===== config.mk =====
export PLATFORM = sky130hd
export DESIGN_NAME = branch_predictor_btb
export DESIGN_NICKNAME = d
export VERILOG_FILES = /design/src/rtl/branch_predictor_btb_pkg.sv /design/src/rtl/branch_predictor_btb_sat_counter.sv /design/src/rtl/branch_predictor_btb.sv
export SDC_FILE = /design/constraint.sdc
export NUM_CORES = 1
export LEC_CHECK = 0
export BUFFER_PORTS_ARGS = -buffer_cell sky130_fd_sc_hd__clkbuf_2
export CELL_PAD_IN_SITES_DETAIL_PLACEMENT = 1
export CELL_PAD_IN_SITES_GLOBAL_PLACEMENT = 2
export CORE_MARGIN = 2
export CORE_UTILIZATION = 30
export CTS_BUF_LIST = sky130_fd_sc_hd__clkbuf_16
export DETAILED_ROUTE_END_ITERATION = 7
export PLACE_DENSITY_LB_ADDON = 0.1
export SLEW_MARGIN = 0
export SYNTH_ARGS = -nofsm -noshare
export SYNTH_HDL_FRONTEND = slang
export SYNTH_HIERARCHICAL = 1
export SYNTH_SLANG_ARGS = --single-unit

===== constraint.sdc =====
create_clock -name clk -period 11.9 [get_ports clk]
set_clock_uncertainty 0.2 [all_clocks]
set_input_delay 1.19 -clock clk [delete_from_list [all_inputs] [get_ports clk]]
set_output_delay 1.19 -clock clk [all_outputs]
set_load 0.05 [all_outputs]

===== src/rtl/branch_predictor_btb_pkg.sv =====
// Shared definitions for the branch target buffer: counter encodings,
// the counter reset default and the entry-field widths.
package branch_predictor_btb_pkg;

  localparam logic [1:0] SNT = 2'b00;
  localparam logic [1:0] WNT = 2'b01;
  localparam logic [1:0] WT  = 2'b10;
  localparam logic [1:0] ST  = 2'b11;

  localparam logic [1:0] CTR_INIT_DEF = WNT;

  function automatic int tag_w(input int addr_w, input int idx_w);
    return addr_w - idx_w;
  endfunction

  function automatic int entry_w(input int addr_w, input int idx_w);
    return 1 + tag_w(addr_w, idx_w) + addr_w + 2;
  endfunction

endpackage


===== src/rtl/branch_predictor_btb_sat_counter.sv =====
// 2-bit saturating direction counter next-state function for a table hit.
module bp_sat_counter
  import branch_predictor_btb_pkg::*;
(
  input  logic [1:0] ctr,
  input  logic       taken,
  input  logic       uncond,
  output logic [1:0] ctr_next
);

  always_comb begin
    ctr_next = ctr;
    if (uncond) begin
      ctr_next = ST;
    end else if (taken) begin
      if (ctr != ST) ctr_next = ctr + 2'b01;
    end else begin
      if (ctr != SNT) ctr_next = ctr - 2'b01;
    end
  end

endmodule


===== src/rtl/branch_predictor_btb.sv =====
// Direct-mapped BTB with 2-bit direction counters: combinational IF lookup,
// EX-stage update and mispredict detection. BP_STATS_EN adds statistics counters.
module branch_predictor_btb
  import branch_predictor_btb_pkg::*;
#(
  parameter int         ADDR_W   = 16,
  parameter int         ENTRIES  = 16,
  parameter logic [1:0] CTR_INIT = CTR_INIT_DEF,
  parameter int         STAT_W   = 16
) (
  input  logic              clk,
  input  logic              pc_reset,
  input  logic [ADDR_W-1:0] if_pc,
  output logic              pred_taken,
  output logic [ADDR_W-1:0] pred_target,
  output logic [ADDR_W-1:0] pred_next_pc,
  input  logic              ex_update,
  input  logic              ex_uncond,
  input  logic [ADDR_W-1:0] ex_pc,
  input  logic              ex_taken,
  input  logic [ADDR_W-1:0] ex_target,
  input  logic              ex_pred_taken,
  input  logic [ADDR_W-1:0] ex_pred_target,
  output logic              ex_mispredict,
  output logic [ADDR_W-1:0] ex_redirect_pc,
  input  logic              bp_flush
`ifdef BP_STATS_EN
  ,
  output logic [STAT_W-1:0] stat_branches,
  output logic [STAT_W-1:0] stat_mispredicts,
  output logic [STAT_W-1:0] stat_hits
`endif
);

  localparam int IDX_W = $clog2(ENTRIES);
  localparam int TAG_W = tag_w(ADDR_W, IDX_W);

  if (ENTRIES < 2 || (ENTRIES & (ENTRIES - 1)) != 0 || STAT_W < 1) begin : g_param_check
    $error("branch_predictor_btb: ENTRIES must be a power of two >= 2 and STAT_W >= 1");
  end

  logic              valid_q  [ENTRIES];
  logic [TAG_W-1:0]  tag_q    [ENTRIES];
  logic [ADDR_W-1:0] target_q [ENTRIES];
  logic [1:0]        ctr_q    [ENTRIES];

  logic [IDX_W-1:0] if_idx, ex_idx;
  logic [TAG_W-1:0] if_tag, ex_tag;
  logic             lk_hit, ex_hit, mp_raw;
  logic [1:0]       ctr_upd, ctr_alloc;

  assign if_idx = if_pc[IDX_W-1:0];
  assign if_tag = if_pc[ADDR_W-1:IDX_W];
  assign ex_idx = ex_pc[IDX_W-1:0];
  assign ex_tag = ex_pc[ADDR_W-1:IDX_W];

  // Lookup reads the registered table only, so a same-cycle update is not bypassed.
  assign lk_hit       = valid_q[if_idx] && (tag_q[if_idx] == if_tag);
  assign pred_taken   = !pc_reset && lk_hit && ctr_q[if_idx][1];
  assign pred_target  = (!pc_reset && lk_hit) ? target_q[if_idx] : '0;
  assign pred_next_pc = pred_taken ? pred_target : if_pc + ADDR_W'(1);

  assign mp_raw = ex_update && ((ex_taken != ex_pred_taken) ||
                  (ex_taken && ex_pred_taken && (ex_target != ex_pred_target)));
  assign ex_mispredict  = mp_raw && !pc_reset;
  assign ex_redirect_pc = ex_taken ? ex_target : ex_pc + ADDR_W'(1);

  assign ex_hit    = valid_q[ex_idx] && (tag_q[ex_idx] == ex_tag);
  assign ctr_alloc = ex_uncond ? ST : WT;

  bp_sat_counter u_sat_counter (
    .ctr      (ctr_q[ex_idx]),
    .taken    (ex_taken),
    .uncond   (ex_uncond),
    .ctr_next (ctr_upd)
  );

  always_ff @(posedge clk) begin
    if (pc_reset || bp_flush) begin
      for (int i = 0; i < ENTRIES; i++) begin
        valid_q[i] <= 1'b0;
        ctr_q[i]   <= CTR_INIT;
      end
    end else if (ex_update) begin
      if (ex_hit) begin
        ctr_q[ex_idx] <= ctr_upd;
      end else if (ex_taken) begin
        valid_q[ex_idx] <= 1'b1;
        ctr_q[ex_idx]   <= ctr_alloc;
      end
    end
  end

  // Tags and targets carry no reset; valid gates their use.
  always_ff @(posedge clk) begin
    if (!pc_reset && !bp_flush && ex_update) begin
      if (ex_hit) begin
        if (ex_taken || ex_uncond) target_q[ex_idx] <= ex_target;
      end else if (ex_taken) begin
        tag_q[ex_idx]    <= ex_tag;
        target_q[ex_idx] <= ex_target;
      end
    end
  end

`ifdef BP_STATS_EN
  always_ff @(posedge clk) begin
    if (pc_reset) begin
      stat_branches    <= '0;
      stat_mispredicts <= '0;
      stat_hits        <= '0;
    end else begin
      if (ex_update && stat_branches != '1)
        stat_branches <= stat_branches + STAT_W'(1);
      if (ex_mispredict && stat_mispredicts != '1)
        stat_mispredicts <= stat_mispredicts + STAT_W'(1);
      if (lk_hit && stat_hits != '1)
        stat_hits <= stat_hits + STAT_W'(1);
    end
  end
`endif

endmodule


Word-level counts from Yosys, hierarchy flattened
Memories as Yosys holds them, arrays and structs flattened.
Cells that the tools add are included.
Storage, ports and cells
  flip-flop bits (word level): 0
  RAM bits: 496
  bits of input ports: 71
  logic and storage cells: 66
  memories kept: 4
Memories
  target_q: depth 16, bits a word 16, read ports 1, clocked after memory_dff 0, wr ports 1, line branch_predictor_btb.sv:44  | logic [ADDR_W-1:0] target_q [ENTRIES];
  tag_q: depth 16, bits a word 12, read ports 2, clocked after memory_dff 0, wr ports 1, line branch_predictor_btb.sv:43  | logic [TAG_W-1:0] tag_q [ENTRIES];
  ctr_q: depth 16, bits a word 2, read ports 2, clocked after memory_dff 0, wr ports 16, line branch_predictor_btb.sv:45  | logic [1:0] ctr_q [ENTRIES];
  valid_q: depth 16, bits a word 1, read ports 2, clocked after memory_dff 0, wr ports 16, line branch_predictor_btb.sv:42  | logic valid_q [ENTRIES];
Operators by class
  $add $sub $neg: 4
  equality and inequality tests: 5
  mux-type cells: 33
  bitwise gates (word level): 2
  reduce and logical (&&, ||, !) cells: 18
Operators by type and width (count)
  $mux 16: 4
  $add 16x1->16 const B: 2
  $eq 12x12->1: 2
  $mux 1: 21
  $ne 16x16->1: 1
  $mux 2: 6
  $logic_and 1x1->1: 10
  $mux 4: 2
  $logic_or 1x1->1: 3
  $add 2x1->2 const B: 1
  $logic_not 1->1: 2
  $ne 2x2->1 const B: 1
  $or 1x1->1: 2
  $reduce_bool 2->1: 1
  $reduce_or 2->1: 1
  $sub 2x1->2 const B: 1
  $ne 1x1->1: 1
  $reduce_or 1->1: 1

Depth between registers and ports, before layout
An unclocked memory read counts as a cell.
  depth in word-level cells: 10
  gate-level depth with buffers: 13

By module
The synthesis kept the hierarchy.
Modules (own cells, without submodules)
  branch_predictor_btb: times used 1, cells an instance 1320, area each 22874.4 um2
  bp_sat_counter: times used 1, cells an instance 7, area each 36.3 um2

Least setup slack after synthesis
Ideal clock, no wire load.
  kind: input -> output
  start point: input if_pc[3]
  end point: output pred_next_pc[0]
  arrival time: 4732 ps
  data required time: 10510 ps
  setup slack: 5778 ps
  stages on the path: 11
  cell sequence: clkbuf_1 > clkbuf_1 > clkbuf_1 > mux4_2 > mux2i_1 > a21oi_1 > xor2_1 > nand4b_1 > a2111oi_4 > buf_4 > mux2i_1
Between the ends
  word-level cells in the longest chain between the ends: 6
  elaborated cells on any way between the ends: 10
  classes of those cells: eq/ne (1); mux (2); reduce/logical (3); memory (4)
RTL lines
  start, declared: line branch_predictor_btb.sv:13  | input logic [ADDR_W-1:0] if_pc,
  $mem_v2 16x12
  $eq 12x12->1: line branch_predictor_btb.sv:58  | assign lk_hit = valid_q[if_idx] && (tag_q[if_idx] == if_tag);
  $logic_and 1x1->1: line branch_predictor_btb.sv:58
  $logic_and 1x1->1: line branch_predictor_btb.sv:59, branch_predictor_btb.sv:60
  $mux 16 / $logic_and 1x1->1 (equally long branches): line branch_predictor_btb.sv:60, branch_predictor_btb.sv:59
  $mux 16 *: line branch_predictor_btb.sv:61  | assign pred_next_pc = pred_taken ? pred_target : if_pc + ADDR_W'(1);
  end, declared: line branch_predictor_btb.sv:16  | output logic [ADDR_W-1:0] pred_next_pc,
Mark *: on every way between the ends. The rest lies on a longest branch, timed or not.

Final worst setup path
  start point: input if_pc[2]
  end point: output pred_target[15]
Between the ends
  word-level cells in the longest chain between the ends: 5
  elaborated cells on any way between the ends: 7
  classes of those cells: eq/ne (1); mux (1); reduce/logical (2); memory (3)
RTL lines
  $mem_v2 16x12
  $eq 12x12->1: line branch_predictor_btb.sv:58
  $logic_and 1x1->1: line branch_predictor_btb.sv:58
  $logic_and 1x1->1: line branch_predictor_btb.sv:60  | assign pred_target = (!pc_reset && lk_hit) ? target_q[if_idx] : '0;
  $mux 16 *: line branch_predictor_btb.sv:60
  end, declared: line branch_predictor_btb.sv:15  | output logic [ADDR_W-1:0] pred_target,
Marks and branches as above.

==> flow_metrics.env <==
export IMPL_outcome="finished clean"
export IMPL_routed_via_density=5.265
export IMPL_instances_no_fill=2486
export IMPL_synth_edff_count=480
export IMPL_cts_sinks=496
export IMPL_synthAdderAreaFrac_pct=0.3277
export IMPL_cts_buffers=57
export IMPL_worst_slew_pin_slew_ns=1.336
export IMPL_dpl_cell_count=2379
export IMPL_period_needed_ns=7.099
export IMPL_yosys_area_top_type_share_pct=62.91
export IMPL_hpwlAfterDp_mm=48.98
export IMPL_preCtsSetupSlack_ns=4.792
export IMPL_grt_pass1_wl_mm=108.0
export IMPL_ant_nets=0
export IMPL_leakage_uw=0.008831
export IMPL_hold_buffers=0
export IMPL_io_buffer_count=120
export IMPL_overflow=0
export IMPL_cp_start_kind="input pin"
export IMPL_nets=1537
export IMPL_die_w_um=280.4
export IMPL_grt_pass1_vias=13960
export IMPL_yosys_top_cells_count="edfxtp_1 (480), mux4_2 (178), nor2_1 (85), mux2i_1 (83), nand2_1 (74)"
export IMPL_yosys_area_top_type="edfxtp_1"
export IMPL_crit_buf_inv=3
export IMPL_synth_xor_area_share_pct=2.638
export IMPL_core_mm2=0.07582
export IMPL_finalCritPeriodShare_pct=59.66
export IMPL_gp_congestion=0.7732
export IMPL_antenna_found_initial=2
export IMPL_fin_area_mm2=0.02665
export IMPL_r2r_cells=9
export IMPL_clock_fmax_ghz=0.1409
export IMPL_grtUsageMet2_pct=31.38
export IMPL_drt_initial_drc_count=968
export IMPL_cts_setup_buffers=0
export IMPL_use_met1_pct=28.29
export IMPL_grt_setup_unrepaired="false"
export IMPL_wirelength_mm=76.24
export IMPL_yosysUniqueCellTypes=58
export IMPL_setup_violations=0
export IMPL_h_tree_depth=2
export IMPL_drc=0
export IMPL_grt_max_degree=56
export IMPL_synth_avg_cell_area_um2=17.27
export IMPL_clkLatencyLatePin_ns=0.64
export IMPL_path_cells="buf_4 > buf_4 > mux4_2 > mux2i_1 > xor2_1 > nand4_1 > a2111oi_0 > and4_1 > and2_1 > clkbuf_2"
export IMPL_die_area_mm2=0.07860
export IMPL_ys_seq_area_share_pct=64.31
export IMPL_drive_above_1_share_pct=32.36
export IMPL_synth_top_family_by_area="multiplexers"
export IMPL_cts_tree="done"
export IMPL_synth_most_common_cell="edfxtp_1"
export IMPL_antenna_cells=0
export IMPL_cp_num_cells=10
export IMPL_synth_flop_cell="edfxtp_1"
export IMPL_crit_family="buffers and inverters"
export IMPL_netlist_area_mm2=0.02291
export IMPL_cp_slowest_cell="buf_4"
export IMPL_cap_viol_max_count=0
export IMPL_grt_usage_pct=19.58
export IMPL_syn_nets=1404
export IMPL_setup_tns_final_ns=0
export IMPL_cts_root_buf="clkbuf_16"
export IMPL_worst_setup_path_end_kind="output port"
export IMPL_rows=101
export IMPL_placed_cell_area_mm2=0.02478
export IMPL_syn2layout_area_growth_pct=16.31
export IMPL_min_path_cells=2
export IMPL_fillers=7629
export IMPL_finalPower_uw=4038
export IMPL_top_usage_layer="met2"
export IMPL_path_clk_slew_ns=0.06
export IMPL_hold_violations=0
export IMPL_use_met3_pct=3.189
export IMPL_slowest_delay_ns=0.85
export IMPL_slew_headroom_pct=10.86
export IMPL_synthTopCellsByArea="edfxtp_1 (63%), mux4_2 (17%), mux2i_1 (3.6%)"
export IMPL_ir_drop_mv=0.09709
export IMPL_synth_warnings=6
export IMPL_critPathArrivalTime_ns=5.71
export IMPL_cpMostUsedCell="buf_4"
export IMPL_synth_seq_cells=496
export IMPL_synth_cells=1327
export IMPL_power_density_mw_per_mm2=151.5
export IMPL_cts_resized=0
export IMPL_synth_compound_area_share_pct=2.720
export IMPL_synthSimpleGateAreaFrac_pct=5.767
export IMPL_start_util_pct=30.22
export IMPL_wl_per_cell_um=30.67
export IMPL_ios=121
export IMPL_die_y_um=280.4
export IMPL_cts_buffer_depth=3
export IMPL_worst_slack_ns=4.801
export IMPL_synthArstFlopShare_pct=0
export IMPL_first_pass_iters=5
export IMPL_vias=13090
export IMPL_crit_fanout=55
export IMPL_cp_required_ns=10.51
export IMPL_slew_viol_final=0
export IMPL_muxShareOfSynthArea_pct=22.30
export IMPL_hold_class="reg2reg"
export IMPL_critPathKind="in2out"
==> state kept, by name, indices dropped and copies added, names as in the netlist <==
| signal | cells |
|---|---|
| target_q | 256 |
| tag_q | 192 |
| valid_q | 16 |
| ctr_q | 32 |
==> layout make-up <==
cell class | count | area [µm²] | area share [%]
Clock buffer | 57 | 1426 | 5.353
Inverter | 8 | 30.03 | 0.1127
Multi-Input combinational cell | 732 | 7835 | 29.40
Sequential cell | 496 | 14730 | 55.29
Timing Repair Buffer | 165 | 955.9 | 3.587
Clock inverter | 50 | 442.9 | 1.662
Tap cell | 978 | 1224 | 4.592
==> metrics by stage <==
step                util [%]  hold slack [ns]
global route           35.15           0.3182
finish                 35.15           0.2853
CTS                    35.15           0.2881
floorplan                  -           0.2362
detailed placement     32.68           0.2761
global placement       32.68           0.2614
==> path summary, 6_finish.rpt <==
check                                 start               to  slack [ns]
worst max-delay path               if_pc[2]  pred_target[15]        4.80
worst min register to register   valid_q[0]       valid_q[0]        0.29
worst max register to register  tag_q[9][9]  target_q[7][11]        6.77
worst min-delay path             valid_q[0]       valid_q[0]        0.29
==> placed cells by master (no fill, tap or decap), types with 3 or more instances in the layout <==
| cell | synthesis | layout |
|---|---|---|
| buf_4 | 8 | 47 |
| or3_1 | 3 | 3 |
| edfxtp_1 | 480 | 480 |
| mux4_2 | 178 | 178 |
| a22o_1 | 5 | 5 |
| dfxtp_1 | 16 | 16 |
| nor2_1 | 85 | 53 |
| o2111ai_1 | 4 | 4 |
| clkbuf_16 | 0 | 57 |
| xnor2_1 | 22 | 22 |
| ha_1 | 6 | 6 |
| bufinv_16 | 0 | 6 |
| a211oi_1 | 3 | 3 |
| nand2_1 | 74 | 74 |
| nor3_1 | 4 | 4 |
| xor2_1 | 47 | 47 |
| and4_1 | 3 | 3 |
| nand2b_1 | 6 | 6 |
| nor4_1 | 5 | 5 |
| or4_1 | 4 | 4 |
| and2_1 | 23 | 23 |
| nor2_2 | 0 | 32 |
| a22oi_1 | 9 | 9 |
| clkinv_2 | 0 | 13 |
| and3_1 | 7 | 7 |
| a21oi_1 | 22 | 21 |
| mux2i_1 | 83 | 83 |
| clkbuf_2 | 0 | 116 |
| a221oi_1 | 4 | 4 |
| inv_1 | 6 | 18 |
| o21ai_0 | 33 | 33 |
| clkinv_1 | 2 | 14 |
| mux2_2 | 22 | 22 |
| nand3_1 | 37 | 37 |
| nand4_1 | 8 | 8 |
| nor2b_1 | 10 | 10 |
==> per-layer routing <==
layer,wire (µm),vias to the layer above
met5,10,-
met3,3302,74
li1,-,5608
met1,35740,7107
met4,1068,2
met2,36120,299
==> tightest hold or removal path, delay by kind of cell, from the launching register on <==
family           cells  cell delay [ns]
AND/OR/NAND/NOR      1             0.05
AO/OA/AOI/OAI        1             0.06
flip-flops           1             0.32
==> logic make-up after synthesis <==
| logic type | count (synthesis) |
|---|---|
| compound gates | 95 |
| xor+xnor | 69 |
| fa+ha+maj | 6 |
| buf+inv | 99 |
| flops | 496 |
| mux | 284 |
| simple gates | 278 |
==> where the power goes <==
group	leakage (µW)	switching (µW)	total, µW	internal, µW
clock network	0.000964	742	1750	1010
registers	0.00447	5.63	1930	1930
logic	0.00339	230	354	125
total	0.00883	978	4040	3060
Power figures use the tool's default switching activity.
